===== src/rtl/dcache_req_arbiter_pkg.sv =====
// -----------------------------------------------------------------------------
// dcache_req_arbiter_pkg
// Shared types and constants for the dcache request arbiter: FSM state type,
// default requester count / sid base, and the fixed requester indices.
// -----------------------------------------------------------------------------
package dcache_req_arbiter_pkg;

    typedef enum logic {
        IDLE   = 1'b0,
        LOCKED = 1'b1
    } arb_state_t;

    localparam int DCACHE_ARB_N_REQ    = 3;
    localparam int DCACHE_ARB_SID_BASE = 1;

    localparam int REQ_LSU = 0;
    localparam int REQ_PTW = 1;
    localparam int REQ_PF  = 2;

    // Width of a requester index; at least one bit even for a single requester.
    function automatic int arb_idx_w(input int n);
        return (n > 1) ? $clog2(n) : 1;
    endfunction

endpackage


===== src/rtl/hpdcache_pkg.sv =====
// -----------------------------------------------------------------------------
// hpdcache_pkg
// Request/response payload types of the HPDC core request port, shared by the
// core-side requesters and the data cache. Only the fields the arbiter and its
// neighbours need are modelled here.
// -----------------------------------------------------------------------------
package hpdcache_pkg;

    localparam int HPDCACHE_SID_W = 4;

    typedef logic [HPDCACHE_SID_W-1:0] hpdcache_sid_t;

    typedef struct packed {
        logic [31:0]   addr;
        logic [31:0]   wdata;
        logic [3:0]    be;
        logic [3:0]    op;
        hpdcache_sid_t sid;
    } hpdcache_req_t;

    typedef struct packed {
        logic [31:0]   rdata;
        logic          error;
        hpdcache_sid_t sid;
    } hpdcache_rsp_t;

endpackage


===== src/rtl/dcache_req_arbiter_if.sv =====
// -----------------------------------------------------------------------------
// dcache_req_arbiter_if
// Bundles the request/response handshakes around the arbiter:
//   requester side : req_valid_i, req_i, req_ready_o, rsp_valid_o, rsp_o
//   HPDC side      : dcache_req_valid_o, dcache_req_o, dcache_req_ready_i,
//                    dcache_rsp_valid_i, dcache_rsp_i
// Suffixes give the direction as seen by the arbiter.
// Modports: slave = the arbiter, master = its environment.
// -----------------------------------------------------------------------------
interface dcache_req_arbiter_if #(
    parameter int N_REQ = 3
);

    logic [N_REQ-1:0]                         req_valid_i;
    hpdcache_pkg::hpdcache_req_t [N_REQ-1:0]  req_i;
    logic [N_REQ-1:0]                         req_ready_o;
    logic [N_REQ-1:0]                         rsp_valid_o;
    hpdcache_pkg::hpdcache_rsp_t              rsp_o;

    logic                                     dcache_req_valid_o;
    hpdcache_pkg::hpdcache_req_t              dcache_req_o;
    logic                                     dcache_req_ready_i;
    logic                                     dcache_rsp_valid_i;
    hpdcache_pkg::hpdcache_rsp_t              dcache_rsp_i;

    modport slave (
        input  req_valid_i, req_i, dcache_req_ready_i, dcache_rsp_valid_i, dcache_rsp_i,
        output req_ready_o, rsp_valid_o, rsp_o, dcache_req_valid_o, dcache_req_o
    );

    modport master (
        output req_valid_i, req_i, dcache_req_ready_i, dcache_rsp_valid_i, dcache_rsp_i,
        input  req_ready_o, rsp_valid_o, rsp_o, dcache_req_valid_o, dcache_req_o
    );

endinterface


===== src/rtl/dcache_req_arbiter_rr_pick.sv =====
// -----------------------------------------------------------------------------
// dcache_req_arbiter_rr_pick
// Combinational round-robin picker: returns the first set bit of elig_i at or
// after ptr_i, wrapping around.
//   elig_i : eligible mask
//   ptr_i  : highest-priority index this cycle
//   win_o  : selected index (0 when any_o=0)
//   any_o  : at least one eligible requester
// -----------------------------------------------------------------------------
module dcache_req_arbiter_rr_pick
    import dcache_req_arbiter_pkg::*;
#(
    parameter  int N_REQ = 3,
    localparam int IW    = arb_idx_w(N_REQ)
) (
    input  logic [N_REQ-1:0] elig_i,
    input  logic [IW-1:0]    ptr_i,
    output logic [IW-1:0]    win_o,
    output logic             any_o
);

    // Walk from the farthest offset back to the pointer so the closest
    // eligible index is the last one written.
    always_comb begin
        int idx;
        win_o = '0;
        any_o = 1'b0;
        idx   = 0;
        for (int k = N_REQ - 1; k >= 0; k--) begin
            idx = int'(ptr_i) + k;
            if (idx >= N_REQ) idx = idx - N_REQ;
            if (elig_i[idx]) begin
                win_o = IW'(idx);
                any_o = 1'b1;
            end
        end
    end

endmodule


===== src/rtl/dcache_req_arbiter.sv =====
// -----------------------------------------------------------------------------
// dcache_req_arbiter
// Shares the single HPDC request port between N_REQ requesters (0 = LSU,
// 1 = page-table walker, 2 = prefetcher). Round-robin pick with the grant held
// until the HPDC accepts it, per-requester outstanding limit, response routing
// by sid, and a drain hook for fences / satp / sfence flushes.
//
// Ports:
//   clk_i, rst_i   clock, synchronous active-high reset
//   bus            request/response handshakes (dcache_req_arbiter_if.slave)
//   drain_i        block new grants
//   drain_done_o   draining and nothing in flight
//   err_o          sticky protocol error (bad sid, response with nothing owed)
//   stall_cnt_o    per-requester stall cycle counters, only when
//                  DCACHE_ARB_STATS_EN is defined
// -----------------------------------------------------------------------------
module dcache_req_arbiter
    import hpdcache_pkg::*;
    import dcache_req_arbiter_pkg::*;
#(
    parameter int N_REQ           = DCACHE_ARB_N_REQ,
    parameter int MAX_OUTSTANDING = 4,
    parameter int SID_BASE        = DCACHE_ARB_SID_BASE
) (
    input  logic                   clk_i,
    input  logic                   rst_i,
    dcache_req_arbiter_if.slave    bus,
    input  logic                   drain_i,
    output logic                   drain_done_o,
    output logic                   err_o
`ifdef DCACHE_ARB_STATS_EN
    ,
    output logic [N_REQ-1:0][31:0] stall_cnt_o
`endif
);

    localparam int IW = arb_idx_w(N_REQ);
    localparam int CW = $clog2(MAX_OUTSTANDING + 1);

    arb_state_t       state_q;
    logic [IW-1:0]    gnt_q;
    logic [IW-1:0]    rr_ptr_q;
    logic             err_q;
    logic [CW-1:0]    cnt_q [N_REQ];
    logic [CW-1:0]    cnt_d [N_REQ];

    logic [N_REQ-1:0] elig;
    logic [IW-1:0]    pick_win;
    logic             pick_any;
    logic [IW-1:0]    sel;
    logic             dc_valid;
    logic             hs;
    logic [N_REQ-1:0] rsp_hit;
    logic             rsp_err;
    logic             all_idle;

    function automatic logic [IW-1:0] next_ptr(input logic [IW-1:0] p);
        return (p == IW'(N_REQ - 1)) ? '0 : p + IW'(1);
    endfunction

    always_comb begin
        elig = '0;
        for (int i = 0; i < N_REQ; i++) begin
            elig[i] = bus.req_valid_i[i] && (cnt_q[i] < CW'(MAX_OUTSTANDING));
        end
    end

    dcache_req_arbiter_rr_pick #(.N_REQ(N_REQ)) u_rr_pick (
        .elig_i (elig),
        .ptr_i  (rr_ptr_q),
        .win_o  (pick_win),
        .any_o  (pick_any)
    );

    // A locked grant ignores both the picker and drain_i: once the HPDC has
    // seen the request it must stay stable until accepted.
    assign sel      = (state_q == LOCKED) ? gnt_q : pick_win;
    assign dc_valid = !rst_i && ((state_q == LOCKED) || (!drain_i && pick_any));
    assign hs       = dc_valid && bus.dcache_req_ready_i;

    always_comb begin
        bus.dcache_req_valid_o = dc_valid;
        bus.dcache_req_o       = bus.req_i[sel];
        bus.dcache_req_o.sid   = hpdcache_sid_t'(SID_BASE + int'(sel));
        bus.req_ready_o        = '0;
        bus.req_ready_o[sel]   = hs;
    end

    // Response routing and error detection.
    always_comb begin
        logic in_range;
        in_range = 1'b0;
        rsp_err  = 1'b0;
        rsp_hit  = '0;
        for (int i = 0; i < N_REQ; i++) begin
            rsp_hit[i] = !rst_i && bus.dcache_rsp_valid_i
                         && (int'(bus.dcache_rsp_i.sid) == SID_BASE + i);
            if (rsp_hit[i]) begin
                in_range = 1'b1;
                if (cnt_q[i] == '0) rsp_err = 1'b1;
            end
        end
        if (!rst_i && bus.dcache_rsp_valid_i && !in_range) rsp_err = 1'b1;
        bus.rsp_valid_o = rsp_hit;
        bus.rsp_o       = bus.dcache_rsp_i;
    end

    // A response to a requester with nothing owed is flagged and never
    // decrements, so the counter cannot underflow.
    always_comb begin
        logic inc;
        logic dec;
        all_idle = 1'b1;
        for (int i = 0; i < N_REQ; i++) begin
            inc      = hs && (sel == IW'(i));
            dec      = rsp_hit[i] && (cnt_q[i] != '0);
            cnt_d[i] = cnt_q[i];
            if (inc && !dec)      cnt_d[i] = cnt_q[i] + CW'(1);
            else if (dec && !inc) cnt_d[i] = cnt_q[i] - CW'(1);
            if (cnt_d[i] != '0) all_idle = 1'b0;
        end
    end

    // Uses next-state counts so the last response already reports drained.
    assign drain_done_o = drain_i && (state_q == IDLE) && all_idle;
    assign err_o        = err_q;

    always_ff @(posedge clk_i) begin
        if (rst_i) begin
            state_q  <= IDLE;
            gnt_q    <= '0;
            rr_ptr_q <= '0;
            err_q    <= 1'b0;
        end else begin
            err_q <= err_q | rsp_err;
            case (state_q)
                IDLE: begin
                    if (hs) begin
                        rr_ptr_q <= next_ptr(sel);
                    end else if (dc_valid) begin
                        state_q <= LOCKED;
                        gnt_q   <= sel;
                    end
                end
                LOCKED: begin
                    if (bus.dcache_req_ready_i) begin
                        rr_ptr_q <= next_ptr(gnt_q);
                        state_q  <= IDLE;
                    end
                end
                default: state_q <= IDLE;
            endcase
        end
    end

    always_ff @(posedge clk_i) begin
        for (int i = 0; i < N_REQ; i++) begin
            if (rst_i) cnt_q[i] <= '0;
            else       cnt_q[i] <= cnt_d[i];
        end
    end

`ifdef DCACHE_ARB_STATS_EN
    always_ff @(posedge clk_i) begin
        for (int i = 0; i < N_REQ; i++) begin
            if (rst_i) begin
                stall_cnt_o[i] <= '0;
            end else if (bus.req_valid_i[i] && !bus.req_ready_o[i]) begin
                stall_cnt_o[i] <= stall_cnt_o[i] + 32'd1;
            end
        end
    end
`endif

endmodule

===== src/flat_wrapper.sv =====
// flat-port wrapper written by rule: the top's interface ports become plain ports
module dcache_req_arbiter_flat import hpdcache_pkg::*; import dcache_req_arbiter_pkg::*;
#(
    parameter int N_REQ           = DCACHE_ARB_N_REQ,
    parameter int MAX_OUTSTANDING = 4,
    parameter int SID_BASE        = DCACHE_ARB_SID_BASE
)
  (clk_i, rst_i, drain_i, drain_done_o, err_o, bus_req_valid_i, bus_req_i, bus_dcache_req_ready_i, bus_dcache_rsp_valid_i, bus_dcache_rsp_i, bus_req_ready_o, bus_rsp_valid_o, bus_rsp_o, bus_dcache_req_valid_o, bus_dcache_req_o);
  dcache_req_arbiter_if #(.N_REQ(N_REQ)) bus_i ();
  input  logic clk_i;
  input  logic rst_i;
  input  logic drain_i;
  output logic drain_done_o;
  output logic err_o;
  input wire logic [$bits(bus_i.req_valid_i)-1:0] bus_req_valid_i;
  input wire logic [$bits(bus_i.req_i)-1:0] bus_req_i;
  input wire logic [$bits(bus_i.dcache_req_ready_i)-1:0] bus_dcache_req_ready_i;
  input wire logic [$bits(bus_i.dcache_rsp_valid_i)-1:0] bus_dcache_rsp_valid_i;
  input wire logic [$bits(bus_i.dcache_rsp_i)-1:0] bus_dcache_rsp_i;
  output wire logic [$bits(bus_i.req_ready_o)-1:0] bus_req_ready_o;
  output wire logic [$bits(bus_i.rsp_valid_o)-1:0] bus_rsp_valid_o;
  output wire logic [$bits(bus_i.rsp_o)-1:0] bus_rsp_o;
  output wire logic [$bits(bus_i.dcache_req_valid_o)-1:0] bus_dcache_req_valid_o;
  output wire logic [$bits(bus_i.dcache_req_o)-1:0] bus_dcache_req_o;
  assign bus_i.req_valid_i = bus_req_valid_i;
  assign bus_i.req_i = bus_req_i;
  assign bus_i.dcache_req_ready_i = bus_dcache_req_ready_i;
  assign bus_i.dcache_rsp_valid_i = bus_dcache_rsp_valid_i;
  assign bus_i.dcache_rsp_i = bus_dcache_rsp_i;
  assign bus_req_ready_o = bus_i.req_ready_o;
  assign bus_rsp_valid_o = bus_i.rsp_valid_o;
  assign bus_rsp_o = bus_i.rsp_o;
  assign bus_dcache_req_valid_o = bus_i.dcache_req_valid_o;
  assign bus_dcache_req_o = bus_i.dcache_req_o;
  dcache_req_arbiter #(.N_REQ(N_REQ), .MAX_OUTSTANDING(MAX_OUTSTANDING), .SID_BASE(SID_BASE)) u_core (.clk_i(clk_i), .rst_i(rst_i), .bus(bus_i), .drain_i(drain_i), .drain_done_o(drain_done_o), .err_o(err_o));
endmodule

===== config.mk =====
export PLATFORM = sky130hd
export DESIGN_NAME = dcache_req_arbiter_flat
export DESIGN_NICKNAME = d
export VERILOG_FILES = /design/src/rtl/dcache_req_arbiter_pkg.sv /design/src/rtl/hpdcache_pkg.sv /design/src/rtl/dcache_req_arbiter_if.sv /design/src/rtl/dcache_req_arbiter_rr_pick.sv /design/src/rtl/dcache_req_arbiter.sv /design/src/flat_wrapper.sv
export SDC_FILE = /design/constraint.sdc
export NUM_CORES = 1
export LEC_CHECK = 0
export ABC_CLOCK_PERIOD_IN_PS = 6800
export CAP_MARGIN = 20
export CORE_AREA = 2 2 156 158
export DETAILED_ROUTE_END_ITERATION = 8
export DIE_AREA = 0 0 158 160
export GPL_ROUTABILITY_DRIVEN = 0
export PLACE_DENSITY = 0.58
export REMOVE_ABC_BUFFERS = 1
export SYNTH_ARGS = -nofsm -noshare
export SYNTH_HDL_FRONTEND = slang
export SYNTH_SLANG_ARGS = --single-unit

===== constraint.sdc =====
create_clock -name clk_i -period 6.8 [get_ports clk_i]
set_clock_uncertainty 0.15 [all_clocks]
set_input_delay 1.36 -clock clk_i [delete_from_list [all_inputs] [get_ports clk_i]]
set_output_delay 1.36 -clock clk_i [all_outputs]
set_load 0.02 [all_outputs]

==> results of run 1 <==
[logic make-up after synthesis]
group / after synthesis / share of synthesized area, %
other cells: 1 / 0.121
mux: 77 / 24.8
xor+xnor: 8 / 2.25
simple gates: 151 / 23.0
fa+ha+maj: 13 / 5.07
compound gates: 108 / 20.0
flops: 15 / 9.65
buf+inv: 83 / 15.1
[worst max-delay path, stage by stage]
cell and delay (ns):
clkdlybuf4s50_1 0.47, or3b_1 0.34, a31o_1 0.25, a41oi_4 0.24
nand2_4 0.12, o31ai_1 0.35, and2_1 0.19, o31ai_1 0.09
or4_4 0.49, nor4_2 0.29, clkdlybuf4s50_1 0.66
[through the flow]
step	std cells	cell area [um2]	power, W	util [%]
final	1045	6440	0.000778	27.0
after global placement	1039	6360	0.000666	26.7
after floorplan	391	2710	0.000352	-
after CTS	1043	6440	0.000788	27.0
after detailed placement	1039	6360	0.000662	26.7
after global routing	1045	6440	0.000828	27.0
[layout make-up]
class,count,area (um2),share of cell area (%)
inverters,18,67.6,1.05
clock buffers,3,75.1,1.17
multi-input cells,358,2360,36.7
diodes,2,5.00,0.0777
clock inverters,1,5.00,0.0777
well taps,324,405,6.29
flip-flops and latches,15,300,4.66
repair buffers,324,3220,50.0
[sequential cells by signal (all words and copies together) (netlist names)]
| signal | flops |
|---|---|
| u_core.rr_ptr_q | 2 |
| u_core.gnt_q | 2 |
| u_core.cnt_q | 9 |
| u_core.state_q | 1 |
| u_core.err_o | 1 |
[layer usage]
metal	share of wire [%]	GRT usage [%]
met5	0.51	3.17
met4	0.92	2.62
met3	11	6.21
met2	44	19.8
met1	44	17.4
[how the worst max path moves through the flow]
stage / end / slack (ns) / cells past startpoint
floorplan: bus_dcache_req_o[10] / -6.13 / 7
global placement: drain_done_o / 0.43 / 11
global route: drain_done_o / 0.19 / 11
detailed placement: drain_done_o / 0.45 / 11
finish: drain_done_o / 0.42 / 11
CTS: drain_done_o / 0.44 / 11
[cells in the final DEF, fill, tap and decap left out, types with 9 or more instances in the layout]
cell and count:
clkdlybuf4s50_1 315, mux2i_1 77, nor2_1 23, inv_1 16, nand2_1 83, nor2b_1 10
ha_1 11, o21ai_0 78, buf_4 9, dfxtp_1 15
[where the power goes]
| part | leakage [nW] | internal (W) | switching, W |
|---|---|---|---|
| Clock | 0.0409 | 0.0000787 | 0.0000408 |
| Combinational | 2.02 | 0.000302 | 0.000263 |
| Sequential | 0.122 | 0.0000907 | 0.00000278 |
==> metrics.md, run 1 <==
| Metric | Value |
|---|---|
| Outcome | `finished, final reports clean` |
| GR Overflow Total | `0` |
| Via Count | `4165` |
| Max-cap check violation count | `0` |
| Post-synthesis sequential element count | `15` |
| Startpoint types | `primary input` |
| Pre-CTS WS | `0.450 ns` |
| Main flop type after synthesis | `dfxtp_1` |
| Hold Vio Cnt, Final | `0` |
| Post-synth EDFFs | `0` |
| Count leader, synth | `nand2_1` |
| Initial antenna violation count | `2` |
| RR Startpoint | `u_core.rr_ptr_q[0]$_SDFFE_PP0P_` |
| Tightest Hold Check Type | `flop to flop` |
| Gr usage total | `approximately an eighth` |
| Area leader, netlist | `mux2i_1` |
| Worst Path Required | `between 5 and 6 ns` |
| FMAX | `between 150 and 200 MHz` |
| Register area share after synthesis | `roughly a tenth` |
| FF-to-FF setup slack | `~3.7 ns` |
| Crit path time final | `around 6.4 ns` |
| Fraction of final layout cells sized beyond drive strength 1 | `3.34%` |
| Synth top area cells | `mux2i_1 (25%), o21ai_0 (13%), nand2_1 (10%), dfxtp_1 (9.7%), buf_4 (9.2%)` |
| First-pass GRT wire length | `25600 um` |
| Starting Density | `between 10% and 20%` |
| CTS tree | `yes` |
| Ports | `395` |
| R2r worst-path depth | `10` |
| LEAKAGE | `roughly 2.2 nW` |
| DRC | `0` |
| Hold Buf Count CTS | `0` |
| DRT Pass-1 Iters | `6` |
| Max-slew violations | `0` |
| Hold path cells | `2` |
| Die width | `around 160 um` |
| PwrDens | `121 nW/um2` |
| Fraction of registers with async set/reset | `0%` |
| Core area | `23800 um2` |
| Clk slew on worst S/H paths | `around 0.060 ns` |
| Mapped Cells | `~460` |
| Clock buffer depth | `2` |
| Final Cycle Share | `about 94%` |
| Endpoints failing setup | `0` |
| Peak supply drop | `0.0717 mV` |
| HP Start | `u_core.rr_ptr_q[0]$_SDFFE_PP0P_` |
| Critical Path Fanout Max | `5` |
| CP Capture Type | `output pin` |
| List of most frequent post-synthesis cells | `nand2_1 (84), o21ai_0 (78), mux2i_1 (77)` |
| Post-CTS Setup Inserts | `0` |
| Share of the synthesized area in the top cell type | `between 20% and 30%` |
| Max transition margin | `~44%` |
| PnR worst setup slack | `~0.42 ns` |
| Routed wire per std cell | `16.9 um` |
| Arrival @ worst endpoint | `between 4 and 5 ns` |
| Std-Cell Rows | `57` |
| Die area | `25300 um2` |
| Final setup TNS | `0 ns` |
| Cell variety after synth | `50` |
| Vert. Die Dim | `roughly 160 um` |
| CTS Buf Count | `3` |
| RSZ-0062 raised after global routing | `no` |
| Critical path class | `primary input to output pin` |
| CP Launch Point | `bus_req_valid_i[0]` |
| Clock net sink count | `15` |
| I/O Buffers | `approximately 320` |
| DP Wirelength | `14500 um` |
| Fill cell count | `2680` |
| Starting DRT DRC Count | `~150` |
| Vias/cell | `3.99` |
| Routed Wire Length | `~18000 um` |
| Post-cts gate resize count | `0` |
| Maximum number of pins on one net before global-route repair | `between 40 and 50` |
| Worst Max-Slew Pin Slew | `approximately 0.83 ns` |
| CTS root buf | `clkbuf_16` |
| YS warnings | `0` |
| Syn avg cell area | `~7 um2` |
| Hold EP | `u_core.rr_ptr_q[0]$_SDFFE_PP0P_` |
| H-tree depth | `1` |
| Synth Cell Area | `approximately 3100 um2` |
| Hold_ws | `0.322 ns` |
| NumNets Final | `between 1000 and 1500` |
| Vias in the first global route | `a little over 4000` |
| Capturing point of the worst reg2reg path | `u_core.rr_ptr_q[1]$_SDFFE_PP0P_` |
| Worst skew pair latency | `around 0.25 ns` |
| Syn-to-layout area delta | `107%` |
| Final ANT Viol Nets | `0` |
Note: power is estimated with default switching activity, not from simulation.
==> run 2, diff against run 1 <==
- RECOVER_POWER: default -> 50
==> metrics.md, run 2 (synthesis results as in run 1) <==
| Metric | Value |
|---|---|
| Endpoints failing setup | `0 (unchanged)` |
| Ports | `395 (unchanged)` |
| CTS root buf | `clkbuf_16 (unchanged)` |
| Worst skew pair latency | `0.25 ns (about the same)` |
| Via Count | `4182 (was 4165)` |
| Busiest grt layer | `met2 (unchanged)` |
| Routed wire per std cell | `16.9 um (about the same)` |
| Hold_ws | `0.322 ns (about the same)` |
| Std-Cell Rows | `57 (unchanged)` |
| Crit path time final | `6.40 ns (was 6.38 ns)` |
| Max-slew violations | `0 (unchanged)` |
| H-tree depth | `1 (unchanged)` |
| Final setup TNS | `0 ns (unchanged)` |
| Worst Max-Slew Pin Slew | `1.01 ns (was 0.834 ns)` |
| Switching power | `0.000306 W (was 0.000307 W)` |
| DP Wirelength | `14500 um (unchanged)` |
| Regs by FF count | `u_core.cnt_q (9), u_core.gnt_q (2), u_core.rr_ptr_q (2) (unchanged)` |
| Clock power frac | `15.5% (was 15.4%)` |
| Arrival @ worst endpoint | `4.89 ns (was 4.87 ns)` |
| Core area | `23800 um2 (unchanged)` |
| Tot Pwr | `0.000774 W (was 0.000778 W)` |
| Hold Buf Count CTS | `0 (unchanged)` |
| Gr usage total | `13.3% (unchanged)` |
| Largest register FFs | `9 (unchanged)` |
| Clk slew on worst S/H paths | `0.06 ns (about the same)` |
| FMAX | `156 MHz (was 157 MHz)` |
| First-pass GRT wire length | `25600 um (unchanged)` |
| Commonest non-fill, non-tap cell in the layout | `clkdlybuf4s50_1 (unchanged)` |
| Max transition margin | `32.7% (was 44.4%)` |
| Met1 Usage GRT | `17.4% (unchanged)` |
| Post-cts gate resize count | `0 (unchanged)` |
| CP Capture Type | `output pin (unchanged)` |
| Fraction of final layout cells sized beyond drive strength 1 | `3.20% (was 3.34%)` |
| Fill cell count | `2679 (was 2680)` |
| Post-route cell area | `6430 um2 (was 6440 um2)` |
| Instance area after placement | `6360 um2 (unchanged)` |
| Vias/cell | `4.00 (was 3.99)` |
| Max-cap check violation count | `0 (unchanged)` |
| Die area | `25300 um2 (unchanged)` |
| Routed Wire Length | `17700 um (about the same)` |
| NumNets Final | `1004 (unchanged)` |
| Peak supply drop | `0.0720 mV (was 0.0717 mV)` |
| GR Overflow Total | `0 (unchanged)` |
| Clock net sink count | `15 (unchanged)` |
| DRT Pass-1 Iters | `4 (was 6)` |
| Worst Path Required | `5.29 ns (about the same)` |
| Initial antenna violation count | `2 (unchanged)` |
| CTS tree | `yes (unchanged)` |
| Vert. Die Dim | `160 um (unchanged)` |
| I/O Buffers | `315 (unchanged)` |
| Startpoint types | `primary input (unchanged)` |
| DRC | `0 (unchanged)` |
| Clock buffer depth | `2 (unchanged)` |
| Die width | `158 um (unchanged)` |
| Critical Path Fanout Max | `5 (unchanged)` |
| Maximum number of pins on one net before global-route repair | `48 (unchanged)` |
| Post-CTS Setup Inserts | `0 (unchanged)` |
| Starting DRT DRC Count | `147 (was 146)` |
| CTS Buf Count | `3 (unchanged)` |
| PwrDens | `120 nW/um2 (was 121 nW/um2)` |
| Cell-internal power | `0.000467 W (was 0.000471 W)` |
| Hold Vio Cnt, Final | `0 (unchanged)` |
| LEAKAGE | `2.21 nW (was 2.18 nW)` |
| Most frequent cells in the layout | `clkdlybuf4s50_1 (294), nand2_1 (83), o21ai_0 (78), mux2i_1 (77), nor2_1 (23) (was clkdlybuf4s50_1 (315), nand2_1 (83), o21ai_0 (78), mux2i_1 (77), nor2_1 (23))` |
| Final Cycle Share | `94.1% (was 93.8%)` |
| Switching portion of total power | `39.6% (was 39.4%)` |
| Outcome | `finished, final reports clean (unchanged)` |
| Vias in the first global route | `4107 (unchanged)` |
| Met2 Use GR | `19.8% (unchanged)` |
| Combinational share of power | `72.4% (was 72.6%)` |
| Starting Density | `13.1% (unchanged)` |
| Tightest Hold Check Type | `flop to flop (unchanged)` |
| Critical path class | `primary input to output pin (unchanged)` |
| Dpl cells | `1039 (unchanged)` |
| Final ANT Viol Nets | `0 (unchanged)` |
| RSZ-0062 raised after global routing | `no (unchanged)` |
| Final Instance Count excl. Fillers | `1045 (unchanged)` |
| Grt met3 use | `6.21% (unchanged)` |
| Syn-to-layout area delta | `107% (about the same)` |
| Flop pwr share | `12.1% (was 12.0%)` |
| Top reg by flops | `u_core.cnt_q (unchanged)` |
## run 2: stage by stage
stage	utilization [%]	setup WS (ns)
2_1_floorplan	-	-6.13
3_3_place_gp	26.7	0.431
3_5_place_dp	26.7	0.450
4_1_cts	27.0	0.436
5_1_grt	27.0	0.125
6_report	27.0	0.399
## run 2: final cells by class
| type | count | area (um2) | area share, % |
|---|---|---|---|
| inverters | 18 | 67.6 | 1.05 |
| diodes | 2 | 5.00 | 0.0778 |
| repair buffers | 324 | 3210 | 50.0 |
| clock buffers | 3 | 75.1 | 1.17 |
| well taps | 324 | 405 | 6.30 |
| clock inverters | 1 | 5.00 | 0.0778 |
| multi-input cells | 358 | 2360 | 36.7 |
| flip-flops and latches | 15 | 300 | 4.67 |
## run 2: worst max-delay path, stage by stage
cell	delay, ns
dlygate4sd3_1	0.58
nor2b_1	0.23
o21ai_0	0.19
a41oi_4	0.35
nand2_4	0.12
o31ai_1	0.34
and2_1	0.18
o31ai_1	0.09
or4_4	0.49
nor4_2	0.29
clkdlybuf4s50_1	0.66
## run 2: power by group through the flow
stage | Combinational, W | Sequential, W | Clock (W)
floorplan | 0.000257 | 0.0000951 | 0
global placement | 0.000570 | 0.0000952 | 0
detailed placement | 0.000567 | 0.0000954 | 0
CTS | 0.000572 | 0.0000934 | 0.000123
global route | 0.000602 | 0.0000940 | 0.000129
finish | 0.000561 | 0.0000934 | 0.000120
## run 2: worst paths after layout
check,start,endpoint,slack [ns],depth (start not counted)
max reg2reg,u_core.rr_ptr_q[0]$_SDFFE_PP0P_,u_core.rr_ptr_q[1]$_SDFFE_PP0P_,3.70,10
min,u_core.rr_ptr_q[0]$_SDFFE_PP0P_,u_core.rr_ptr_q[0]$_SDFFE_PP0P_,0.32,2
min reg2reg,u_core.rr_ptr_q[0]$_SDFFE_PP0P_,u_core.rr_ptr_q[0]$_SDFFE_PP0P_,0.32,2
max,bus_req_valid_i[1],drain_done_o,0.40,11
## run 2: routing by layer
metal / vias up / wire (um)
met1: 1865 / 7820
met5: - / 91
met3: 14 / 1920
met4: 2 / 162
met2: 224 / 7700
li1: 2077 / -
